<file path="src/rtl/multicycle_controller.sv">
// Multicycle RISC-V control FSM (Moore): sequences fetch/decode/execute and drives datapath selects.
// Optional macro MULTICYCLE_BNE_EN adds bne (funct3=001) to the branch path; default build supports beq only.
module multicycle_controller (
   input  logic       clk,
   input  logic       reset,
   input  logic [6:0] op,
   input  logic [2:0] funct3,
   input  logic       funct7b5,
   input  logic       Zero,
   output logic [2:0] ALUControl,
   output logic [1:0] ALUSrcA,
   output logic [1:0] ALUSrcB,
   output logic [1:0] ResultSrc,
   output logic [1:0] ImmSrc,
   output logic       AdrSrc,
   output logic       IRWrite,
   output logic       PCWrite,
   output logic       RegWrite,
   output logic       MemWrite,
   output logic       Illegal,
   output logic [3:0] State
);

   typedef enum logic [3:0] {
      S_FETCH    = 4'd0,
      S_DECODE   = 4'd1,
      S_MEMADR   = 4'd2,
      S_MEMREAD  = 4'd3,
      S_MEMWB    = 4'd4,
      S_MEMWRITE = 4'd5,
      S_EXECR    = 4'd6,
      S_EXECI    = 4'd7,
      S_ALUWB    = 4'd8,
      S_BEQ      = 4'd9,
      S_JAL      = 4'd10
   } state_t;

   typedef enum logic [1:0] {
      ALUOP_ADD   = 2'd0,
      ALUOP_SUB   = 2'd1,
      ALUOP_FUNCT = 2'd2
   } aluop_t;

   localparam logic [6:0] OP_LOAD   = 7'b0000011;
   localparam logic [6:0] OP_STORE  = 7'b0100011;
   localparam logic [6:0] OP_RTYPE  = 7'b0110011;
   localparam logic [6:0] OP_ITYPE  = 7'b0010011;
   localparam logic [6:0] OP_JAL    = 7'b1101111;
   localparam logic [6:0] OP_BRANCH = 7'b1100011;

   state_t     r_state;
   state_t     w_cur;
   state_t     w_next;
   aluop_t     w_aluop;
   logic       w_irwrite;
   logic       w_pcupdate;
   logic       w_branch;
   logic       w_regwrite;
   logic       w_memwrite;
   logic       w_illegal;
   logic       w_branch_ok;
   logic       w_taken;

   always_ff @(posedge clk) begin
      if (reset) begin
         r_state <= S_FETCH;
      end else begin
         r_state <= w_next;
      end
   end

   // Reset presents Fetch selects immediately; write enables are masked below.
   assign w_cur = reset ? S_FETCH : r_state;
   assign State = w_cur;

`ifdef MULTICYCLE_BNE_EN
   assign w_branch_ok = (funct3 == 3'b000) || (funct3 == 3'b001);
   assign w_taken     = (funct3 == 3'b000) ? Zero :
                        (funct3 == 3'b001) ? ~Zero : 1'b0;
`else
   assign w_branch_ok = (funct3 == 3'b000);
   assign w_taken     = (funct3 == 3'b000) ? Zero : 1'b0;
`endif

   always_comb begin
      w_next     = S_FETCH;
      w_aluop    = ALUOP_ADD;
      ALUSrcA    = 2'b00;
      ALUSrcB    = 2'b00;
      ResultSrc  = 2'b00;
      AdrSrc     = 1'b0;
      w_irwrite  = 1'b0;
      w_pcupdate = 1'b0;
      w_branch   = 1'b0;
      w_regwrite = 1'b0;
      w_memwrite = 1'b0;
      w_illegal  = 1'b0;
      case (w_cur)
         S_FETCH: begin
            AdrSrc     = 1'b0;
            w_irwrite  = 1'b1;
            ALUSrcA    = 2'b00;
            ALUSrcB    = 2'b10;
            ResultSrc  = 2'b10;
            w_pcupdate = 1'b1;
            w_next     = S_DECODE;
         end
         S_DECODE: begin
            ALUSrcA = 2'b01;
            ALUSrcB = 2'b01;
            case (op)
               OP_LOAD, OP_STORE: w_next = S_MEMADR;
               OP_RTYPE:          w_next = S_EXECR;
               OP_ITYPE:          w_next = S_EXECI;
               OP_JAL:            w_next = S_JAL;
               OP_BRANCH: begin
                  if (w_branch_ok) begin
                     w_next = S_BEQ;
                  end else begin
                     w_illegal = 1'b1;
                  end
               end
               default:           w_illegal = 1'b1;
            endcase
         end
         S_MEMADR: begin
            ALUSrcA = 2'b10;
            ALUSrcB = 2'b01;
            w_next  = (op == OP_LOAD) ? S_MEMREAD : S_MEMWRITE;
         end
         S_MEMREAD: begin
            AdrSrc = 1'b1;
            w_next = S_MEMWB;
         end
         S_MEMWB: begin
            ResultSrc  = 2'b01;
            w_regwrite = 1'b1;
         end
         S_MEMWRITE: begin
            AdrSrc     = 1'b1;
            w_memwrite = 1'b1;
         end
         S_EXECR: begin
            ALUSrcA = 2'b10;
            ALUSrcB = 2'b00;
            w_aluop = ALUOP_FUNCT;
            w_next  = S_ALUWB;
         end
         S_EXECI: begin
            ALUSrcA = 2'b10;
            ALUSrcB = 2'b01;
            w_aluop = ALUOP_FUNCT;
            w_next  = S_ALUWB;
         end
         S_ALUWB: begin
            w_regwrite = 1'b1;
         end
         S_JAL: begin
            ALUSrcA    = 2'b01;
            ALUSrcB    = 2'b10;
            w_pcupdate = 1'b1;
            w_next     = S_ALUWB;
         end
         S_BEQ: begin
            ALUSrcA  = 2'b10;
            ALUSrcB  = 2'b00;
            w_aluop  = ALUOP_SUB;
            w_branch = 1'b1;
         end
         default: w_next = S_FETCH;
      endcase
   end

   always_comb begin
      ALUControl = 3'b000;
      case (w_aluop)
         ALUOP_SUB: ALUControl = 3'b001;
         ALUOP_FUNCT: begin
            case (funct3)
               3'b000:  ALUControl = (op[5] & funct7b5) ? 3'b001 : 3'b000;
               3'b010:  ALUControl = 3'b101;
               3'b110:  ALUControl = 3'b011;
               3'b111:  ALUControl = 3'b010;
               default: ALUControl = 3'b000;
            endcase
         end
         default: ALUControl = 3'b000;
      endcase
   end

   always_comb begin
      case (op)
         OP_LOAD, OP_ITYPE: ImmSrc = 2'b00;
         OP_STORE:          ImmSrc = 2'b01;
         OP_BRANCH:         ImmSrc = 2'b10;
         OP_JAL:            ImmSrc = 2'b11;
         default:           ImmSrc = 2'b00;
      endcase
   end

   assign IRWrite  = ~reset & w_irwrite;
   assign PCWrite  = ~reset & (w_pcupdate | (w_branch & w_taken));
   assign RegWrite = ~reset & w_regwrite;
   assign MemWrite = ~reset & w_memwrite;
   assign Illegal  = ~reset & w_illegal;

endmodule

</file>
<file path="config.mk">
export PLATFORM = sky130hd
export DESIGN_NAME = multicycle_controller
export DESIGN_NICKNAME = d
export VERILOG_FILES = /design/src/rtl/multicycle_controller.sv
export SDC_FILE = /design/constraint.sdc
export NUM_CORES = 1
export LEC_CHECK = 0
export CORE_AREA = 2 2 42 44
export CTS_CLUSTER_SIZE = 12
export DETAILED_ROUTE_END_ITERATION = 7
export DIE_AREA = 0 0 44 46
export GPL_ROUTABILITY_DRIVEN = 0
export PLACE_DENSITY = 0.81
export SLEW_MARGIN = 40
export SYNTH_ARGS = -nofsm -noshare
export SYNTH_HDL_FRONTEND = slang
export SYNTH_SLANG_ARGS = --single-unit
</file>
<file path="constraint.sdc">
create_clock -name clk -period 2.75 [get_ports clk]
set_clock_uncertainty 0.05 [all_clocks]
set_input_delay 0.4125 -clock clk [delete_from_list [all_inputs] [get_ports clk]]
set_output_delay 0.4125 -clock clk [all_outputs]
set_load 0.005 [all_outputs]
</file>
* After elaboration in Yosys (flattened, before gate mapping)
Cells that the tools add are included.
** Operators by class
- Equal/unequal tests :: 21
- Mux-type cells :: 23
- Bitwise operators :: 9
- Reduce and logical (&&, ||, !) cells :: 12
** Operator list (count)
- case mux 4 bit (5 select lines) :: 2
- equality test 4 x 3 -> 1 bit, second input constant :: 4
- case mux 2 bit (2 select lines) :: 4
- equality test 7 x 6 -> 1 bit, second input constant :: 2
- equality test 7 bit, second input constant :: 2
- equality test 4 bit, second input constant :: 3
- case mux 3 bit (4 select lines) :: 1
- OR reduction 2 bit :: 6
- two-way mux 1 bit :: 10
- equality test 4 x 2 -> 1 bit, second input constant :: 2
- two-way mux 4 bit :: 2
- bitwise AND 1 bit :: 7
- equality test 7 x 2 -> 1 bit, second input constant :: 1
- equality test 7 x 5 -> 1 bit, second input constant :: 1
- equality test 3 bit, second input constant :: 2
- case mux 2 bit (3 select lines) :: 1
- case mux 3 bit (2 select lines) :: 1
- OR reduction 3 bit :: 2
- OR reduction 5 bit :: 1
- equality test 4 x 1 -> 1 bit, second input constant :: 1
- logical NOT 4 bit :: 1
- OR reduction 4 bit :: 1
- equality test 3 x 2 -> 1 bit, second input constant :: 1
- logical NOT 3 bit :: 1
- other kinds (6) :: 6
** Storage, ports and cells
- Bits in registers :: 4
- Input bits :: 14
- Output and inout port bits :: 21

* Depth between registers and ports, before layout
- Word-level depth :: 6
- Depth in mapped cells :: 7

* Worst setup path after synthesis
OpenSTA, ideal clock, no wires.
- Path type :: input-to-output
- From :: input reset
- To :: output ALUControl[2]
- Data arrival time :: 1.353 ns
- Data required time :: 2.288 ns
- Setup slack :: 0.934 ns
- Cell stages on the path :: 4
- Cell sequence :: nor2_2 nand3_1 ha_1 nor4_1
** Between the ends
- Word-level cells in the longest chain between the ends :: 6
- Elaborated cells between the ends (all ways) :: 9
** RTL lines
- start, declared :: line 5 : input logic reset,
- two-way mux 4 bit * :: line 73 : assign w_cur = reset ? S_FETCH : r_state;
- equality test 4 x 3 -> 1 bit :: line 98 : case (w_cur)
- OR reduction 2 bit (no line)
- case mux 2 bit (2 select lines) * :: line 98
- equality test 2 bit or equality test 2 x 1 -> 1 bit (tied branches) :: line 176 : case (w_aluop)
- case mux 3 bit (2 select lines) * :: line 176
- end, declared :: line 10 : output logic [2:0] ALUControl,
Every way passes the cells marked *; elsewhere a longest branch is shown, timed or not.

* Final worst setup path
- From :: input reset
- To :: output ALUControl[0]
The elaborated chain is that of the path after synthesis.

==> impl_metrics.csv <==
group,metric,value,unit
cells_and_area,nNetsFinal,145,
clock_tree,cts_max_level,1,
floorplanning,coreArea,1610,um2
yosys,synth.net_count,101,
critical_path,rr_startpoint,"r_state[0]$_SDFF_PP0_",
critical_path,arrival,2.13,ns
yosys,synth_most_common_cell,"nor2_1",
floorplanning,dieHeight,46,um
pwr,p_per_area,211,nW/um2
sta,drv_slew,0,
floorplanning,rows,15,
place,io_buffers,34,
sta,worstMarginPinSlew,0.279,ns
sta,fmax,386,MHz
pwr,ir_drop,0.364,mV
clock_tree,clockBufferDepth,2,
sta,setup_viol,0,
place,dp_hpwl,1.36,mm
route,wl_per_cell,11.7,um
sta,period_minus_slack,2.59,ns
yosys,synth_ff_type,"dfxtp_1",
clock_tree,clk_latency,0.23,ns
yosys,yosysWarnings,0,
global_routing,grt_max_degree,15,
yosys,synth_area_per_cell,7.02,um2
yosys,synth_edf_count,0,
yosys,synth_area_leader_cell,"dfxtp_1",
worst_hold_path,hold_depth,3,
worst_hold_path,hold_start,"r_state[1]$_SDFF_PP0_",
route,drc,0,
clock_tree,numCtsBuffers,3,
sta,fin_ws,0.156,ns
global_routing,grtUsageTotal,0.179,
run,maxCapViolations,0,
critical_path,cp_max_fo,4,
yosys,synth_common_cells,"11 x nor2_1, 6 x nand2_1, 6 x nor2b_1, 5 x inv_1",
yosys,yosys-top-cells-area,"dfxtp_1 13%, nor2_1 6.9%, nor2b_1 6.3%",
floorplanning,io_pins,35,
global_routing,gr-total-overflow,0,
global_routing,grt_first_pass_wirelength,2.70,mm
clock_tree,cts_tree,"yes",
yosys,ys_seq_area_frac,0.134,
place,dpl_cell_area,1000,um2
critical_path,r2r_cells,5,
route,routed_wl,1.68,mm
route,viasPerCell,5.31,
cells_and_area,top_regs,"r_state x4",
cells_and_area,drive_gt1_frac,0.165,
route,dr_total_vias,765,
sta,relSlewSlack,0.812,
critical_path,start_kind,"primary input",
yosys,async_flop_share,0,
sta,hold_viol,0,
yosys,synth.top_cell.area_share,0.134,
route,drtAntennaViolNets,0,
critical_path,critPathCaptureType,"output pin",
outcome,status,"completed",
cells_and_area,syn2layout_area_growth,72.7,%
cells_and_area,max_flop_register,"r_state",
clock_tree,cts.sink_count,4,
floorplanning,die_x,44,um
place,dp_slack,-0.0647,ns
route,drt_iter0_drc,9,
critical_path,worstSetupPathType,"in -> out",
worst_hold_path,hold_path.class,"reg -> reg",
clock_tree,clk_pin_slew,0.04,ns
route,dr.pass1.iters,4,
worst_hold_path,whs_endpoint,"r_state[1]$_SDFF_PP0_",
floorplanning,initial_core_util,0.370,
yosys,synth_seq_cells,4,
cells_and_area,largest_reg_flops,4,
global_routing,grt_pass1_vias,669,
yosys,syn-cell-area,597,um2
yosys,synth_cells,85,
cells_and_area,postLayoutCellArea,1030,um2
floorplanning,die-area,2020,um2
clock_tree,clockRootBuffer,"clkbuf_4",
pwr,p_leak,0.410,nW
critical_path,rrSetupSlack,1.51,ns
sta,rsz0062_at_grt,"false",
global_routing,antenna_found_initial,0,
yosys,ys_types,38,
cells_and_area,num_antenna_cells,0,
critical_path,crit_required,2.29,ns
sta,fin_crit_sh,0.943,
critical_path,reg2reg_to,"r_state[1]$_SDFF_PP0_",
clock_tree,cts_setup_buffers,0,
-- final cells by class --
type / instances / area (um2)
Sequential cell: 4 / 80.1
Inverter: 5 / 18.8
Timing Repair Buffer: 44 / 414
Multi-Input combinational cell: 71 / 474
Tap cell: 17 / 21.3
Fill cell: 148 / 583
Clock buffer: 3 / 22.5
-- timing repair --
item | CTS | global route
hold buffers | 0 | 0
resized for setup | 2 | 0
setup endpoints to repair | 1 | 0
-- cells in the final DEF (no fill, tap or decap), drive strengths merged, types with 2 or more instances in the layout --
cell           synthesis  final
xnor2                  2      2
dfxtp                  4      4
buf                    5     10
inv                    5      5
nand3                  3      3
nand4                  2      2
a21o                   2      2
ha                     2      2
nor2                  12     12
nor4b                  2      2
nand2b                 4      4
nor3                   4      4
nor4                   3      3
a21oi                  4      4
clkdlybuf4s50          0     33
nor2b                  6      6
a31oi                  2      2
clkbuf                 0      3
nand2                  6      6
-- kinds of logic (layout without fill, tap and decap cells) --
kind of cell	count (synthesis)	count (layout)	synth area share
and+or+nand+nor	49	49	0.474
DFF	4	4	0.134
AOI/OAI and AO/OA	16	16	0.205
muxes	1	1	0.0189
buffers and inverters	10	52	0.0817
xor gates and xnor gates	3	3	0.0440
adders and majority gates	2	2	0.0419
-- power breakdown --
part	switching, W	total (W)	leakage (nW)	internal [W]
clock	0.0000246	0.0000734	0.0138	0.0000489
combinational	0.0000334	0.0000832	0.363	0.0000498
sequential	0.00000103	0.0000607	0.0326	0.0000597
-- per-layer routing --
metal	wire (um)	track usage	share of wire	up-vias
met5	0	0	0	-
met4	10	0.0364	0.0059	0
met3	101	0.0476	0.060	3
met2	890	0.347	0.53	29
met1	680	0.192	0.40	344
li1	-	-	-	389
-- worst max-delay path by stage --
stage / startpoint / to / slack (ns) / cells past startpoint
floorplan: reset / ALUControl[2] / 0.93 / 4
detailed placement: reset / ALUControl[2] / -0.06 / 6
CTS: op[4] / Illegal / 0.15 / 6
finish: reset / ALUControl[0] / 0.16 / 6
global route: op[4] / Illegal / 0.03 / 6
global placement: reset / ALUControl[2] / -0.01 / 6
-- critical path: stages --
cell and delay (ns):
clkdlybuf4s50_1 0.48, nand2b_1 0.20, nor2_1 0.15, ha_1 0.27, nor2_1 0.11, clkdlybuf4s50_1 0.51
-- metrics by stage --
step           setup TNS, ns  power (W)  std cells  hold WS, ns  utilization
6_report                   0   0.000217        144        0.647        0.639
4_1_cts                    0   0.000219        144        0.646        0.639
3_3_place_gp         -0.0139   0.000143        141        0.634        0.622
2_1_floorplan              0  0.0000961         85        0.507            -
5_1_grt                    0   0.000234        144        0.675        0.639
3_5_place_dp         -0.0647   0.000144        141        0.632        0.622
Power figures use the tool's default switching activity.
